`src/rtl/m_mdu_issue_if.sv`:
```
// Pipeline <-> MDU issue controller bundle: E/D-stage requests in, MDU request,
// stall and status out. The pipeline side is master, the controller is slave.
interface m_mdu_issue_if;
    logic [4:0]  i_E_mduOp;
    logic [31:0] i_E_srcA;
    logic [31:0] i_E_srcB;
    logic        i_D_useMdu;
    logic        i_mduBusy;
    logic        o_start;
    logic [4:0]  o_mduOp;
    logic [31:0] o_srcA;
    logic [31:0] o_srcB;
    logic        o_stall;
    logic        o_protoErr;
    logic [31:0] o_stallCnt;

    modport master (
        output i_E_mduOp, i_E_srcA, i_E_srcB, i_D_useMdu, i_mduBusy,
        input  o_start, o_mduOp, o_srcA, o_srcB, o_stall, o_protoErr, o_stallCnt
    );

    modport slave (
        input  i_E_mduOp, i_E_srcA, i_E_srcB, i_D_useMdu, i_mduBusy,
        output o_start, o_mduOp, o_srcA, o_srcB, o_stall, o_protoErr, o_stallCnt
    );
endinterface

```
`src/rtl/m_mdu_issue.sv`:
```
// E-stage MDU issue/hazard controller: starts mult/div, models their latency,
// stalls D on MDU collisions, cross-checks MDU busy and counts stall cycles.
module m_mdu_issue #(
    parameter int MULT_CYCLES = 5,
    parameter int DIV_CYCLES  = 10
) (
    input logic          i_clk,
    input logic          i_reset,
    m_mdu_issue_if.slave bus
);

    localparam logic [4:0] MDU_MULT  = 5'd1;
    localparam logic [4:0] MDU_MULTU = 5'd2;
    localparam logic [4:0] MDU_DIV   = 5'd3;
    localparam logic [4:0] MDU_DIVU  = 5'd4;

    localparam logic [3:0] MULT_LOAD = 4'(MULT_CYCLES);
    localparam logic [3:0] DIV_LOAD  = 4'(DIV_CYCLES);

    typedef enum logic {
        S_IDLE,
        S_CALC
    } state_t;

    state_t      state_q, state_d;
    logic [3:0]  cnt_q, cnt_d;
    logic        post_rst_q;
    logic        proto_err_q;
    logic [31:0] stall_cnt;

    logic is_mult, is_div, is_md;
    logic start, stall, proto_viol;

    function automatic logic [31:0] sat_inc(input logic [31:0] v);
        return (v == 32'hFFFF_FFFF) ? v : v + 32'd1;
    endfunction

    always_comb begin
        is_mult = (bus.i_E_mduOp == MDU_MULT) || (bus.i_E_mduOp == MDU_MULTU);
        is_div  = (bus.i_E_mduOp == MDU_DIV)  || (bus.i_E_mduOp == MDU_DIVU);
        is_md   = is_mult || is_div;
        start   = !i_reset && (state_q == S_IDLE) && is_md;
        stall   = bus.i_D_useMdu && (start || (state_q == S_CALC));
        // MDU busy must mirror CALC exactly; right after reset the MDU may
        // still be winding down, so the idle-side check is skipped once.
        proto_viol = ((state_q == S_CALC) && !bus.i_mduBusy)
                  || ((state_q == S_IDLE) && !post_rst_q && bus.i_mduBusy)
                  || ((state_q == S_CALC) && is_md);
    end

    always_comb begin
        state_d = state_q;
        cnt_d   = cnt_q;
        case (state_q)
            S_IDLE: begin
                if (start) begin
                    state_d = S_CALC;
                    cnt_d   = is_div ? DIV_LOAD : MULT_LOAD;
                end
            end
            S_CALC: begin
                // An illegal issue in CALC is only flagged; the countdown of
                // the operation already in flight continues untouched.
                if (cnt_q > 4'd1) begin
                    cnt_d = cnt_q - 4'd1;
                end else begin
                    state_d = S_IDLE;
                    cnt_d   = 4'd0;
                end
            end
            default: begin
                state_d = S_IDLE;
                cnt_d   = 4'd0;
            end
        endcase
    end

    always_ff @(posedge i_clk or posedge i_reset) begin
        if (i_reset) begin
            state_q     <= S_IDLE;
            cnt_q       <= 4'd0;
            post_rst_q  <= 1'b1;
            proto_err_q <= 1'b0;
            stall_cnt   <= 32'd0;
        end else begin
            state_q    <= state_d;
            cnt_q      <= cnt_d;
            post_rst_q <= 1'b0;
            if (proto_viol) begin
                proto_err_q <= 1'b1;
            end
            if (stall) begin
                stall_cnt <= sat_inc(stall_cnt);
            end
        end
    end

    assign bus.o_start    = start;
    assign bus.o_mduOp    = bus.i_E_mduOp;
    assign bus.o_srcA     = bus.i_E_srcA;
    assign bus.o_srcB     = bus.i_E_srcB;
    assign bus.o_stall    = stall;
    assign bus.o_protoErr = proto_err_q;
    assign bus.o_stallCnt = stall_cnt;

endmodule

```
`src/flat_wrapper.sv`:
```
// flat-port wrapper written by rule: the top's interface ports become plain ports
module m_mdu_issue_flat 
#(
    parameter int MULT_CYCLES = 5,
    parameter int DIV_CYCLES  = 10
)
  (i_clk, i_reset, bus_i_E_mduOp, bus_i_E_srcA, bus_i_E_srcB, bus_i_D_useMdu, bus_i_mduBusy, bus_o_start, bus_o_mduOp, bus_o_srcA, bus_o_srcB, bus_o_stall, bus_o_protoErr, bus_o_stallCnt);
  m_mdu_issue_if bus_i ();
  input logic i_clk;
  input logic i_reset;
  input wire logic [$bits(bus_i.i_E_mduOp)-1:0] bus_i_E_mduOp;
  input wire logic [$bits(bus_i.i_E_srcA)-1:0] bus_i_E_srcA;
  input wire logic [$bits(bus_i.i_E_srcB)-1:0] bus_i_E_srcB;
  input wire logic [$bits(bus_i.i_D_useMdu)-1:0] bus_i_D_useMdu;
  input wire logic [$bits(bus_i.i_mduBusy)-1:0] bus_i_mduBusy;
  output wire logic [$bits(bus_i.o_start)-1:0] bus_o_start;
  output wire logic [$bits(bus_i.o_mduOp)-1:0] bus_o_mduOp;
  output wire logic [$bits(bus_i.o_srcA)-1:0] bus_o_srcA;
  output wire logic [$bits(bus_i.o_srcB)-1:0] bus_o_srcB;
  output wire logic [$bits(bus_i.o_stall)-1:0] bus_o_stall;
  output wire logic [$bits(bus_i.o_protoErr)-1:0] bus_o_protoErr;
  output wire logic [$bits(bus_i.o_stallCnt)-1:0] bus_o_stallCnt;
  assign bus_i.i_E_mduOp = bus_i_E_mduOp;
  assign bus_i.i_E_srcA = bus_i_E_srcA;
  assign bus_i.i_E_srcB = bus_i_E_srcB;
  assign bus_i.i_D_useMdu = bus_i_D_useMdu;
  assign bus_i.i_mduBusy = bus_i_mduBusy;
  assign bus_o_start = bus_i.o_start;
  assign bus_o_mduOp = bus_i.o_mduOp;
  assign bus_o_srcA = bus_i.o_srcA;
  assign bus_o_srcB = bus_i.o_srcB;
  assign bus_o_stall = bus_i.o_stall;
  assign bus_o_protoErr = bus_i.o_protoErr;
  assign bus_o_stallCnt = bus_i.o_stallCnt;
  m_mdu_issue #(.MULT_CYCLES(MULT_CYCLES), .DIV_CYCLES(DIV_CYCLES)) u_core (.i_clk(i_clk), .i_reset(i_reset), .bus(bus_i));
endmodule
```
`config.mk`:
```
export PLATFORM = sky130hd
export DESIGN_NAME = m_mdu_issue_flat
export DESIGN_NICKNAME = d
export VERILOG_FILES = /design/src/rtl/m_mdu_issue_if.sv /design/src/rtl/m_mdu_issue.sv /design/src/flat_wrapper.sv
export SDC_FILE = /design/constraint.sdc
export NUM_CORES = 1
export LEC_CHECK = 0
export BUFFER_PORTS_ARGS = -buffer_cell sky130_fd_sc_hd__buf_2
export CAP_MARGIN = 40
export CORE_MARGIN = 3
export CORE_UTILIZATION = 42
export CTS_CLUSTER_DIAMETER = 150
export DETAILED_ROUTE_END_ITERATION = 12
export PLACE_DENSITY = 0.81
export SYNTH_ARGS = -nofsm -noshare
export SYNTH_HDL_FRONTEND = slang
export SYNTH_SLANG_ARGS = --single-unit
```
`constraint.sdc`:
```
create_clock -name i_clk -period 3 [get_ports i_clk]
set_clock_uncertainty 0.2 [all_clocks]
set_input_delay 0.45 -clock i_clk [delete_from_list [all_inputs] [get_ports i_clk]]
set_output_delay 0.45 -clock i_clk [all_outputs]
set_load 0.05 [all_outputs]
```
==> results.txt <==
The flow ran to the end, and the final reports show no timing, DRC or antenna violations. For the overflow left after global routing, the log shows 0. Ranked by total cell area, the synthesized netlist is headed by sky130_fd_sc_hd__dfrtp_1 37%, sky130_fd_sc_hd__buf_4 20%, sky130_fd_sc_hd__xnor2_1 7.6%.

The run gives 3560 microns as the placed wire-length estimate after detailed placement. The buffer cell driving the clock tree root was sky130_fd_sc_hd__clkbuf_8. Setup repair after global routing left no endpoint under its margin.

Measured against the total synthesized area, the mux share comes to 0.886%. By area, the combinational part of the netlist is dominated by buffers and inverters. The final standard cell utilization of the core is 42.4%, and the count of vias placed by the detailed router is 1,720. The fraction of registers with async set or reset after synthesis was 100%; the post-CTS resize count was 0. At the placement stage, the worst setup path has a slack of 0.531 ns. The maximum count of clock buffers along a single path is 2, and the critical path's largest stage delay is 0.45 ns. Setup slack closes at 0.557 ns.

The run gives 14.2% as the total routing usage reported by global routing. The worst setup path is captured at an output port. Counting flops and latches in the post-synthesis netlist gives 39. The tools report the global-route track usage on met3 as 5.03%. The logs give 8150 microns for the wire length of the first global-routing pass and 0 for the count of endpoints failing hold in the final timing report. Summing the areas of all compound-gate instances in the mapped netlist gives 6.30% of the synthesized area. In the final routed layout, each cell accounts on average for 15.3 microns. Clock latency on the worst-skew pair, taken at its later pin, is 0.29 ns. Clock-pin slew was measured on the worst setup and hold paths at 0.07 ns. For the part of the Yosys area used for sequential elements, the log shows 38.4%.

Row generation in the floorplan step produced 27 rows. The synthesized netlist occupies a cell area of 2540 sq um. The tools report the global-route track usage on met1 as 16.1%. The final count of pins violating max slew is 0. Global routing consumed, on the met2 layer, 22.9% of the routing resources. TritonCTS built the clock tree. Counting every sink on the clock net gives 39.

The worst pin sits at a relative slew slack of 58.5%. The post-route netlist has 28.4% of its cells at a drive strength greater than 1. After the first detailed-routing iteration, the DRC count stood at 81. The analysis attributes to cell leakage a power of 0.00115 uW.

Yosys printed 0 warnings. The count of buffers added on input and output ports is 48. For the signal arrival time at the worst endpoint, the log shows 1.79 ns.

The power per unit of standard cell area was 645 nW/um^2. The tools report the required time reported for the critical path endpoint as 2.35 ns. The slowest library cell on the worst path was sky130_fd_sc_hd__a32oi_2. For the initial antenna violation count, the log shows 0. Of the total synthesized cell area, the portion taken by full adders, half adders and majority gates is 1.48%.

The synthesized netlist devotes 10.3% of its cell area to XOR and XNOR gates. At the end of routability-driven placement, the weighted congestion stood at 0.869. The layout has 581 filler cells.

The fraction of the cycle the final worst path needs was 81.4%. The post-route worst hold slack was 0.0948 ns; the first-pass iteration count of the detailed router was 4. The repair_antennas step left the layout with diodes totalling 0. The overall die area was 7020 sq um; the accumulated negative setup slack was 0 ns.

The worst setup path is of the in2out kind. For this run, design rule violations remaining after detail routing come to 0. The run gives 259 as the gate count after technology mapping. The pin count of the biggest net entering global routing was 40; the area growth from synthesis to layout was -5.36%.

In the final design database the tool counted 318 nets. The worst path in the final design needs a cycle of 2.44 ns, including I/O delays and setup. The routing layer with the top usage in global route is met2. Dividing the detail-routed via count by the number of cells gives 5.46.

The floorplan step defined a core boundary enclosing 5680 sq um. The peak fanout along the critical path was 7; the synthesized area per cell was 9.82 sq um. The startpoint type of the worst setup path was a primary input. Count of max-cap constraint violations: 0. Static timing analysis puts the maximum clock frequency at 409 MHz.

At the pin with the least slew margin, the transition time is 0.617 ns. The number of different library cells used by synthesis comes to 46. For the number of setup buffers added after CTS, the log shows 0. The number of hold buffers added after CTS is 0, and the die span in x is 83.8 microns.

The critical path goes through buf_2 -> or3_1 -> a32oi_2 -> inv_1 -> buf_2. Counting the buffers created by CTS gives 5. For this configuration, the core starts out at a cell density of 44.8%.

In this run the worst hold path is classified as in2async. In this run, synthesis inferred 0 flip-flops with an integrated enable. After Yosys synthesis, and, or, nand and nor cells account for 19.3% of the synthesized area. The H-tree generated during clock tree synthesis spans 2 levels. Summed over all instances, the cell type with the most area after synthesis is sky130_fd_sc_hd__dfrtp_1. The logs give 1,733 for the via count of the first global-routing pass and 275 uV for the worst-case vdd ir drop. The die is 83.8 microns tall. The run gives 0 as the final antenna-violating net count. The count of pins on the block boundary came out at 177. The most repeated library cell on the critical path was sky130_fd_sc_hd__buf_2. The run gives 4810 microns as the sum of routed wire length over all layers. The number of nets in the synthesized netlist is 335. Setup violations remaining at the end of the flow were counted as 0. The most used flip-flop cell after synthesis is sky130_fd_sc_hd__dfrtp_1. Share of the synthesized area in the top cell type: 37.4%.
worst paths after layout:
path,start,endpoint,slack [ns],depth (start not counted)
worst min-delay path,i_reset,u_core.cnt_q[0],0.09,3
max in group asynchronous,i_reset,u_core.bus.o_stallCnt[3],2.15,3
min in group i_clk,u_core.bus.o_protoErr,u_core.bus.o_protoErr,0.28,1
worst max register to register,u_core.bus.o_stallCnt[0],u_core.bus.o_stallCnt[28],0.57,6
worst min register to register,u_core.bus.o_protoErr,u_core.bus.o_protoErr,0.28,1
worst max-delay path,bus_i_E_mduOp[0],bus_o_stall,0.56,5
per-stage QoR:
stage / total power [uW] / cell area [sq um] / std cells
5_1_grt: 1650 / 2410 / 315
2_1_floorplan: 1330 / 2540 / 259
6_report: 1550 / 2410 / 315
3_5_place_dp: 1220 / 2320 / 307
4_1_cts: 1570 / 2410 / 315
3_3_place_gp: 1210 / 2320 / 307
power breakdown:
group | switching [uW] | internal [uW] | leakage [uW]
sequential | 109 | 601 | 0.000517
clock | 179 | 163 | 0.0000422
combinational | 351 | 148 | 0.000590
cell type report:
type                       instances  area (sq um)  area share, %
clock buffer                       7          76.3           3.17
timing repair buffer              49           248           10.3
tap                               72          90.1           3.74
multi-input combinational        138           976           40.6
clock inverter                     1          5.00          0.208
inverter                           9          33.8           1.40
sequential                        39           977           40.6
sequential cells by signal, summed over array words and instances (netlist names):
name,cells
u_core.post_rst_q,1
u_core.state_q,1
u_core.bus.o_protoErr,1
u_core.bus.o_stallCnt,32
u_core.cnt_q,4
routing by layer:
| metal | vias up | share of wire [%] | routed length, microns |
|---|---|---|---|
| li1 | 791 | - | - |
| met3 | 30 | 8.6 | 411 |
| met5 | - | 0 | 0 |
| met4 | 0 | 3.3 | 157 |
| met2 | 69 | 47 | 2280 |
| met1 | 830 | 41 | 1960 |
cells in the mapped netlist, types with 3 or more instances:
| cell type | instances |
|---|---|
| sky130_fd_sc_hd__a21oi_1 | 3 |
| sky130_fd_sc_hd__and4_1 | 3 |
| sky130_fd_sc_hd__a31oi_1 | 3 |
| sky130_fd_sc_hd__o21ai_0 | 3 |
| sky130_fd_sc_hd__buf_4 | 69 |
| sky130_fd_sc_hd__xnor2_1 | 22 |
| sky130_fd_sc_hd__buf_6 | 3 |
| sky130_fd_sc_hd__dfrtp_1 | 38 |
| sky130_fd_sc_hd__inv_1 | 9 |
| sky130_fd_sc_hd__nor2_1 | 11 |
| sky130_fd_sc_hd__nand3_1 | 10 |
| sky130_fd_sc_hd__nand2_1 | 15 |
| sky130_fd_sc_hd__xor2_1 | 6 |
| sky130_fd_sc_hd__and3_1 | 4 |
| sky130_fd_sc_hd__ha_1 | 3 |
| sky130_fd_sc_hd__nor3_1 | 5 |
| sky130_fd_sc_hd__nand4_1 | 19 |
cells by family after synthesis:
group           count (synthesis)
buf+inv                        82
mux                             2
other cells                     1
flops                          39
xor+xnor                       29
simple gates                   83
fa+ha+maj                       3
compound gates                 20
critical path: cells and delay by family:
kind | cells | cell delay [ns]
buf+inv | 3 | 0.45
compound gates | 1 | 0.45
simple gates | 1 | 0.43
layout by cell type (no fill, tap or decap), types with 2 or more instances in the layout:
cell	instances
sky130_fd_sc_hd__a21oi_1	3
sky130_fd_sc_hd__a31oi_1	3
sky130_fd_sc_hd__and3_1	4
sky130_fd_sc_hd__and4_1	3
sky130_fd_sc_hd__and4_4	2
sky130_fd_sc_hd__buf_2	48
sky130_fd_sc_hd__clkbuf_1	2
sky130_fd_sc_hd__clkbuf_8	5
sky130_fd_sc_hd__dfrtp_1	38
sky130_fd_sc_hd__ha_1	3
sky130_fd_sc_hd__inv_1	9
sky130_fd_sc_hd__mux2_2	2
sky130_fd_sc_hd__nand2_1	15
sky130_fd_sc_hd__nand3_1	10
sky130_fd_sc_hd__nand3b_1	2
sky130_fd_sc_hd__nand4_1	19
sky130_fd_sc_hd__nor2_1	11
sky130_fd_sc_hd__nor3_1	5
sky130_fd_sc_hd__nor4_1	2
sky130_fd_sc_hd__o21ai_0	3
sky130_fd_sc_hd__xnor2_1	22
sky130_fd_sc_hd__xor2_1	6
(Power assumes the default switching activity.)
